### src/rtl/wb_pipe_stage.sv
// Writeback stage: picks ALU / load / link / CSR result, extends sub-word loads, registers the RF write.
// Latency: 1 cycle from accepted input to rf_* outputs; retired_count updates on the same edge.
// Backpressure: in_ready = ~hold; hold freezes all state, flush kills both the incoming and held op.
//
// Ports:
//   clk, rst_n              clock, synchronous active-low reset
//   in_valid / in_ready     MEM-stage handshake (transfer on in_valid & in_ready)
//   hold, flush             freeze stage / kill incoming and held instruction
//   alu_data, memory_data,
//   pc_plus4, csr_data      candidate result sources, chosen by wb_sel
//   load_size, load_unsigned,
//   addr_lo                 sub-word load extraction controls (used only when wb_sel = 01)
//   rd_addr, reg_write      destination register and its write flag
//   rf_we, rf_waddr,
//   rf_wdata                registered register-file write port
//   retired_count           wrapping count of accepted instructions
module wb_pipe_stage #(
   parameter int WORD_SIZE = 32,
   parameter int NUM_REGS  = 32,
   parameter int REG_SEL   = $clog2(NUM_REGS),
   parameter int CNT_WIDTH = 32
) (
   input  logic                 clk,
   input  logic                 rst_n,
   input  logic                 in_valid,
   output logic                 in_ready,
   input  logic                 hold,
   input  logic                 flush,
   input  logic [WORD_SIZE-1:0] alu_data,
   input  logic [WORD_SIZE-1:0] memory_data,
   input  logic [WORD_SIZE-1:0] pc_plus4,
   input  logic [WORD_SIZE-1:0] csr_data,
   input  logic [1:0]           wb_sel,
   input  logic [1:0]           load_size,
   input  logic                 load_unsigned,
   input  logic [1:0]           addr_lo,
   input  logic [REG_SEL-1:0]   rd_addr,
   input  logic                 reg_write,
   output logic                 rf_we,
   output logic [REG_SEL-1:0]   rf_waddr,
   output logic [WORD_SIZE-1:0] rf_wdata,
   output logic [CNT_WIDTH-1:0] retired_count
);

   logic                 r_valid;
   logic                 r_reg_write;
   logic [REG_SEL-1:0]   r_waddr;
   logic [WORD_SIZE-1:0] r_wdata;
   logic [CNT_WIDTH-1:0] r_count;

   logic [7:0]           w_byte;
   logic [15:0]          w_half;
   logic                 w_byte_fill;
   logic                 w_half_fill;
   logic [WORD_SIZE-1:0] w_load;
   logic [WORD_SIZE-1:0] w_result;

   assign in_ready = ~hold;

   // Lane selection from the aligned word; halfword ignores addr_lo[0]
   // because misaligned accesses are trapped upstream, not here.
   assign w_byte = memory_data[{addr_lo, 3'b000} +: 8];
   assign w_half = memory_data[{addr_lo[1], 4'b0000} +: 16];

   // Fill bit is the lane's MSB for signed loads, zero for unsigned ones.
   assign w_byte_fill = ~load_unsigned & w_byte[7];
   assign w_half_fill = ~load_unsigned & w_half[15];

   always_comb begin
      w_load = memory_data;
      case (load_size)
         2'b00:   w_load = {{(WORD_SIZE-8){w_byte_fill}}, w_byte};
         2'b01:   w_load = {{(WORD_SIZE-16){w_half_fill}}, w_half};
         default: w_load = memory_data;
      endcase
   end

   always_comb begin
      w_result = alu_data;
      case (wb_sel)
         2'b00:   w_result = alu_data;
         2'b01:   w_result = w_load;
         2'b10:   w_result = pc_plus4;
         default: w_result = csr_data;
      endcase
   end

   // Priority: reset > flush > hold > transfer > bubble.
   // On flush/bubble only the valid bit drops; data and address keep
   // stale contents since rf_we gates them.
   always_ff @(posedge clk) begin
      if (!rst_n) begin
         r_valid     <= 1'b0;
         r_reg_write <= 1'b0;
         r_waddr     <= '0;
         r_wdata     <= '0;
         r_count     <= '0;
      end else if (flush) begin
         r_valid <= 1'b0;
      end else if (!hold) begin
         if (in_valid) begin
            r_valid     <= 1'b1;
            r_reg_write <= reg_write;
            r_waddr     <= rd_addr;
            r_wdata     <= w_result;
            r_count     <= r_count + CNT_WIDTH'(1);
         end else begin
            r_valid <= 1'b0;
         end
      end
   end

   // Decoded purely from registered state, so rf_we has no input-to-output path.
   // x0 is hardwired to zero and must never be written.
   assign rf_we         = r_valid & r_reg_write & (r_waddr != '0);
   assign rf_waddr      = r_waddr;
   assign rf_wdata      = r_wdata;
   assign retired_count = r_count;

endmodule

### config.mk
export PLATFORM = sky130hd
export DESIGN_NAME = wb_pipe_stage
export DESIGN_NICKNAME = d
export VERILOG_FILES = /design/src/rtl/wb_pipe_stage.sv
export SDC_FILE = /design/constraint.sdc
export NUM_CORES = 1
export LEC_CHECK = 0
export CORE_UTILIZATION = 45
export CTS_BUF_LIST = sky130_fd_sc_hd__clkbuf_8
export DETAILED_ROUTE_END_ITERATION = 16
export PLACE_DENSITY_LB_ADDON = 0.25
export SETUP_SLACK_MARGIN = 0.2
export SYNTH_ARGS = -nofsm -noshare
export SYNTH_HDL_FRONTEND = slang
export SYNTH_SLANG_ARGS = --single-unit
export TNS_END_PERCENT = 20
### constraint.sdc
create_clock -name clk -period 3.85 [get_ports clk]
set_input_delay 0.77 -clock clk [delete_from_list [all_inputs] [get_ports clk]]
set_output_delay 0.77 -clock clk [all_outputs]
set_load 0.005 [all_outputs]
# Word level (Yosys, flattened, before mapping)
# Cells that the tools add are included.
[classes]
n_addsub = 1
n_mul = 0
div_mod_pow = 0
n_lt_le_gt_ge = 0
n_eq_ne = 3
n_shift = 2
muxes = 3
bitwise_logic = 8
reduce_logical = 5
[op_table]
columns = ["op", "count"]
rows = [
  ["one-hot mux 32 bit (3 select lines)", 1],
  ["one-hot mux 32 bit (2 select lines)", 1],
  ["adder 32 x 1 -> 32 bit (second input constant)", 1],
  ["indexed part select 32 x 6 -> 16 bit", 1],
  ["indexed part select 32 x 6 -> 8 bit", 1],
  ["nonzero test 5 bit", 1],
  ["AND 1 bit", 4],
  ["equality test 2 x 1 -> 1 bit (second input constant)", 2],
  ["zero test 2 bit", 2],
  ["NOT 1 bit", 4],
  ["AND reduction 3 bit", 1],
  ["equality test 2 bit (second input constant)", 1],
  ["OR reduction 2 bit", 1],
  ["2-to-1 mux 1 bit", 1],
]
[word_totals]
register_bits = 71
latch_bits = 0
ramBits = 0
rom_bits = 0
in_bits = 146
out_inout_bits = 71
word_cells = 27
n_memories = 0

# Longest topological paths before layout
[depth]
word_depth = 4
ltp_mapped = 7
ltp_nobuf = 5

# Worst setup path after synthesis
# OpenSTA, ideal clock, no wires.
[synth_path]
path_kind = "input -> register"
from = "input hold"
to = "register r_count[28], in the netlist retired_count[28]"
setup_ns = 0.135
arrival_time_ns = 2.333
required_time_ns = 3.715
setup_slack_ns = 1.382
path_stages = 7
n_path_buf = 3
path_cell_list = "or3b_1 clkbuf_1 or3_1 clkbuf_1 buf_2 o311ai_0 o41ai_1"
[synth_between]
elab_chain_len = 2
[synth_rtl]
columns = ["element", "line_no", "source"]
rows = [
  ["start: declaration", "27", "input logic hold,"],
  ["NOT 1 bit (no source line)", "-", ""],
  ["AND reduction 3 bit (no source line)", "-", ""],
  ["end signal: assignment", "106", "r_count <= r_count + CNT_WIDTH'(1);"],
  ["end: declaration", "49", "logic [CNT_WIDTH-1:0] r_count;"],
]
# No other way between the ends.
# A chain may end at the register's enable or synchronous reset.

# Final worst setup path
[layout_path]
from = "input hold"
to = "register r_count[25], in the netlist retired_count[25]"
# Same word-level chain as after synthesis.

==> impl_results.rst <==
.. list-table::
   :header-rows: 1

   * - Metric
     - Value
   * - Number of CTS-inserted buffers
     - 9
   * - Leading cell types by count after synthesis
     - sky130_fd_sc_hd__dfxtp_1 (71), sky130_fd_sc_hd__a21oi_1 (66), sky130_fd_sc_hd__nor2_1 (45)
   * - Number of standard cells in the final layout excluding fillers
     - slightly below 900
   * - Floorplan Core Area
     - a little over 0.009 mm^2
   * - Total power density per cell area
     - 272 mW/mm^2
   * - Number of placement rows
     - 35
   * - Top_reg_cell synth
     - sky130_fd_sc_hd__dfxtp_1
   * - Vias per cell
     - between 6 and 7
   * - Worst Setup Start Kind
     - input pin
   * - First-pass GRT wire length
     - approximately 26000 um
   * - PortBufs
     - 216
   * - Initial Utilization
     - between 40% and 50%
   * - Top cell type's share of synthesized area
     - roughly a third
   * - Cell leakage power
     - 2.25 nW
   * - Post-CTS Resized
     - 0
   * - Capturing element of the worst setup path
     - retired_count[25]
   * - Layout Nets
     - a little under 900
   * - Count of pins over their slew limit
     - 0
   * - Gate count after technology mapping
     - about 550
   * - Storage element area
     - 0.00142 mm^2
   * - Ratio of cells with drive above 1 in the final layout
     - about 8.3%
   * - Most numerous cell in the Yosys netlist
     - sky130_fd_sc_hd__dfxtp_1
   * - Final worst path period need
     - 2.84 ns
   * - Area Overhead vs Synth
     - 55.4%
   * - Cell at the root of the clock tree
     - sky130_fd_sc_hd__clkbuf_8
   * - Vertical die dimension
     - about 100 um
   * - FF-to-FF End
     - retired_count[25]
   * - GRT Overall Usage
     - about a third
   * - DR vias
     - approximately 5.3k
   * - Share of flip-flops with an asynchronous set or reset after synthesis
     - 0%
   * - Final hold violation count
     - 0
   * - CP Class
     - in -> reg
   * - Reg-to-reg startpoint
     - retired_count[9]
   * - Transition time at the pin with the least slew margin
     - 0.766 ns
   * - Worst EP required
     - between 4 and 5 ns
   * - Drt first-iter violations
     - roughly 380
   * - Count of cells along the worst hold path
     - 2
   * - Fillers
     - approximately 730
   * - Final Skew
     - around 0.013 ns
   * - Fraction of the cycle the final worst path needs
     - between 70% and 80%
   * - Mean instance size in the synthesized netlist
     - 7.94 um^2
   * - Wire length per cell after detailed routing
     - 18.8 um
   * - Setup Slack @ Placement
     - roughly 0.68 ns
   * - Number of antenna violations at the first check in global routing
     - 0
   * - Multi-input gate area
     - 0.00273 mm^2
   * - Post-route antenna net violation count
     - 0
   * - Dominant cell type by area after synthesis
     - sky130_fd_sc_hd__dfxtp_1
   * - H-tree Lvls
     - 3
   * - Post CTS Setup Buffer Count
     - 0
   * - Post-synthesis sequential element count
     - a little over 70
   * - Remaining global-route overflow
     - 0
   * - Latest clock arrival within the worst-skew pair
     - approximately 0.36 ns
   * - Worst-case hold slack
     - between 0.4 and 0.5 ns
   * - Type of destination of the critical path
     - flop
   * - Final Routed Wirelength
     - around 16000 um
   * - Relative slew slack
     - between 40% and 50%
   * - Worst path arrival time
     - roughly 3.1 ns
   * - Post-synth EDFFs
     - 0
   * - TritonCTS clock tree
     - built
   * - Main area contributors after synthesis
     - sky130_fd_sc_hd__dfxtp_1 (32%), sky130_fd_sc_hd__a21oi_1 (7.5%), sky130_fd_sc_hd__mux2_2 (7.2%)
   * - Maxcap violations
     - 0
   * - Worst setup startpoint
     - hold
   * - Clk buf depth
     - 2
   * - DP Cell Count
     - about 860
   * - Depth of the worst register-to-register path
     - 4
   * - Synthesized Nets
     - 699
   * - Maximum clock frequency
     - around 350 MHz
   * - Count of boundary I/O pins
     - ~220
   * - First-pass detailed-route iteration total
     - 5
   * - Finish-stage setup viols
     - 0
   * - HPWL reported at the end of detailed placement
     - roughly 12000 um
   * - Area enclosed by the die boundary
     - 0.0101 mm^2
   * - Number of global-route vias before repair
     - 5161
   * - Reg2reg setup slack
     - around 1.6 ns
   * - Clock transition time at the flip-flop clock pins of the worst setup and hold paths
     - 0.09 ns
   * - Setup repair after global routing missed its margin
     - false
   * - Hold-fix buffer count after cts
     - 0
   * - Hold crit path type
     - reg -> reg
   * - Setup slack after layout
     - roughly 1.0 ns
   * - Sum Neg Setup Slack
     - 0 ns
   * - Clock net sink count
     - 71
   * - Syn Std Cell Area
     - around 0.0044 mm^2
   * - DRC violations left
     - 0
   * - Run status
     - completed
   * - Die outline width
     - approximately 100 um
   * - Register area share after synthesis
     - 32.4%
   * - Synth cell types
     - 44
   * - Diode insertion count for antenna repair
     - 0
   * - Maximum fanout along the worst path
     - 20
   * - GPL Wtd Cong
     - around 0.95
   * - Pin count of the biggest net entering global routing
     - 49
   * - Largest voltage drop on the vdd net
     - 195 uV
   * - Yosys warns
     - 0
layer usage:
layer | GRT usage (%) | part of all wire [%] | vias to the layer above
met1 | 37.8 | 39 | 2458
met3 | 7.07 | 8.6 | 48
met4 | 16.4 | 3.2 | 0
met5 | 0 | 0 | -
met2 | 56.1 | 49 | 326
li1 | - | - | 2453
through the flow:
stage | instance area [um^2] | total power, mW | utilization (%)
after floorplan | 4380 | 0.957 | -
after global placement | 6590 | 1.19 | 70.7
after detailed placement | 6590 | 1.20 | 70.7
after CTS | 6810 | 1.85 | 73.0
after global routing | 6810 | 1.92 | 73.0
final | 6810 | 1.85 | 73.0
critical path: stages:
cell and delay (ns):
sky130_fd_sc_hd__clkdlybuf4s50_1 0.50, sky130_fd_sc_hd__or3b_2 0.53, sky130_fd_sc_hd__or3_1 0.62, sky130_fd_sc_hd__or4_1 0.54
sky130_fd_sc_hd__a21oi_1 0.16
registers in the layout, summed over array words and instances (netlist names):
name           cells
r_reg_write        1
r_valid            1
rf_wdata          32
rf_waddr           5
retired_count     32
worst min-delay path by stage:
| stage | end | from | slack [ns] |
|---|---|---|---|
| 2_1_floorplan | r_reg_write | r_reg_write | 0.44 |
| 3_3_place_gp | r_reg_write | r_reg_write | 0.45 |
| 3_5_place_dp | r_reg_write | r_reg_write | 0.46 |
| 4_1_cts | r_reg_write | r_reg_write | 0.47 |
| 5_1_grt | rf_waddr[1] | rf_waddr[1] | 0.49 |
| 6_report | r_reg_write | r_reg_write | 0.47 |
logic make-up after synthesis:
| logic type | synth area share [%] |
|---|---|
| buffers and inverters | 5.28 |
| adders and majority gates | 0.286 |
| and+or+nand+nor | 22.9 |
| DFF | 32.4 |
| AOI/OAI and AO/OA | 27.2 |
| muxes | 9.77 |
| xor gates and xnor gates | 2.20 |
layout by cell type, fill, tap and decap left out, types with 5 or more instances in the layout:
cell type	instances
sky130_fd_sc_hd__or3_1	7
sky130_fd_sc_hd__o31ai_1	14
sky130_fd_sc_hd__o22ai_1	8
sky130_fd_sc_hd__nor2b_1	21
sky130_fd_sc_hd__nand2_1	29
sky130_fd_sc_hd__nor3_1	37
sky130_fd_sc_hd__a221oi_1	11
sky130_fd_sc_hd__o221ai_1	7
sky130_fd_sc_hd__nor4_1	5
sky130_fd_sc_hd__inv_1	7
sky130_fd_sc_hd__clkdlybuf4s50_1	215
sky130_fd_sc_hd__o21a_1	16
sky130_fd_sc_hd__nand2b_1	8
sky130_fd_sc_hd__clkbuf_8	11
sky130_fd_sc_hd__o32ai_1	8
sky130_fd_sc_hd__mux2_2	28
sky130_fd_sc_hd__o21ai_0	9
sky130_fd_sc_hd__buf_4	12
sky130_fd_sc_hd__nand4_1	8
sky130_fd_sc_hd__nand3_1	12
sky130_fd_sc_hd__nor2_1	45
sky130_fd_sc_hd__xnor2_1	10
sky130_fd_sc_hd__mux2i_1	9
sky130_fd_sc_hd__dfxtp_1	71
sky130_fd_sc_hd__a211oi_1	20
sky130_fd_sc_hd__a21oi_1	66
sky130_fd_sc_hd__or4_1	10
layout make-up:
cell class | count | area share (%)
multi-input combinational | 420 | 40.1
clock inverter | 5 | 0.937
timing repair buffer | 228 | 33.0
clock buffer | 11 | 2.22
tap | 129 | 2.37
sequential | 71 | 20.9
inverter | 8 | 0.441
power breakdown:
group          leakage [nW]  internal, mW  total, mW  switching [mW]
Clock                 0.107         0.341      0.656           0.315
Combinational          1.57         0.248      0.425           0.176
Sequential            0.576         0.755      0.769          0.0140
Total                  2.25          1.34       1.85           0.506
No activity file was read; power rests on OpenSTA's default activity.
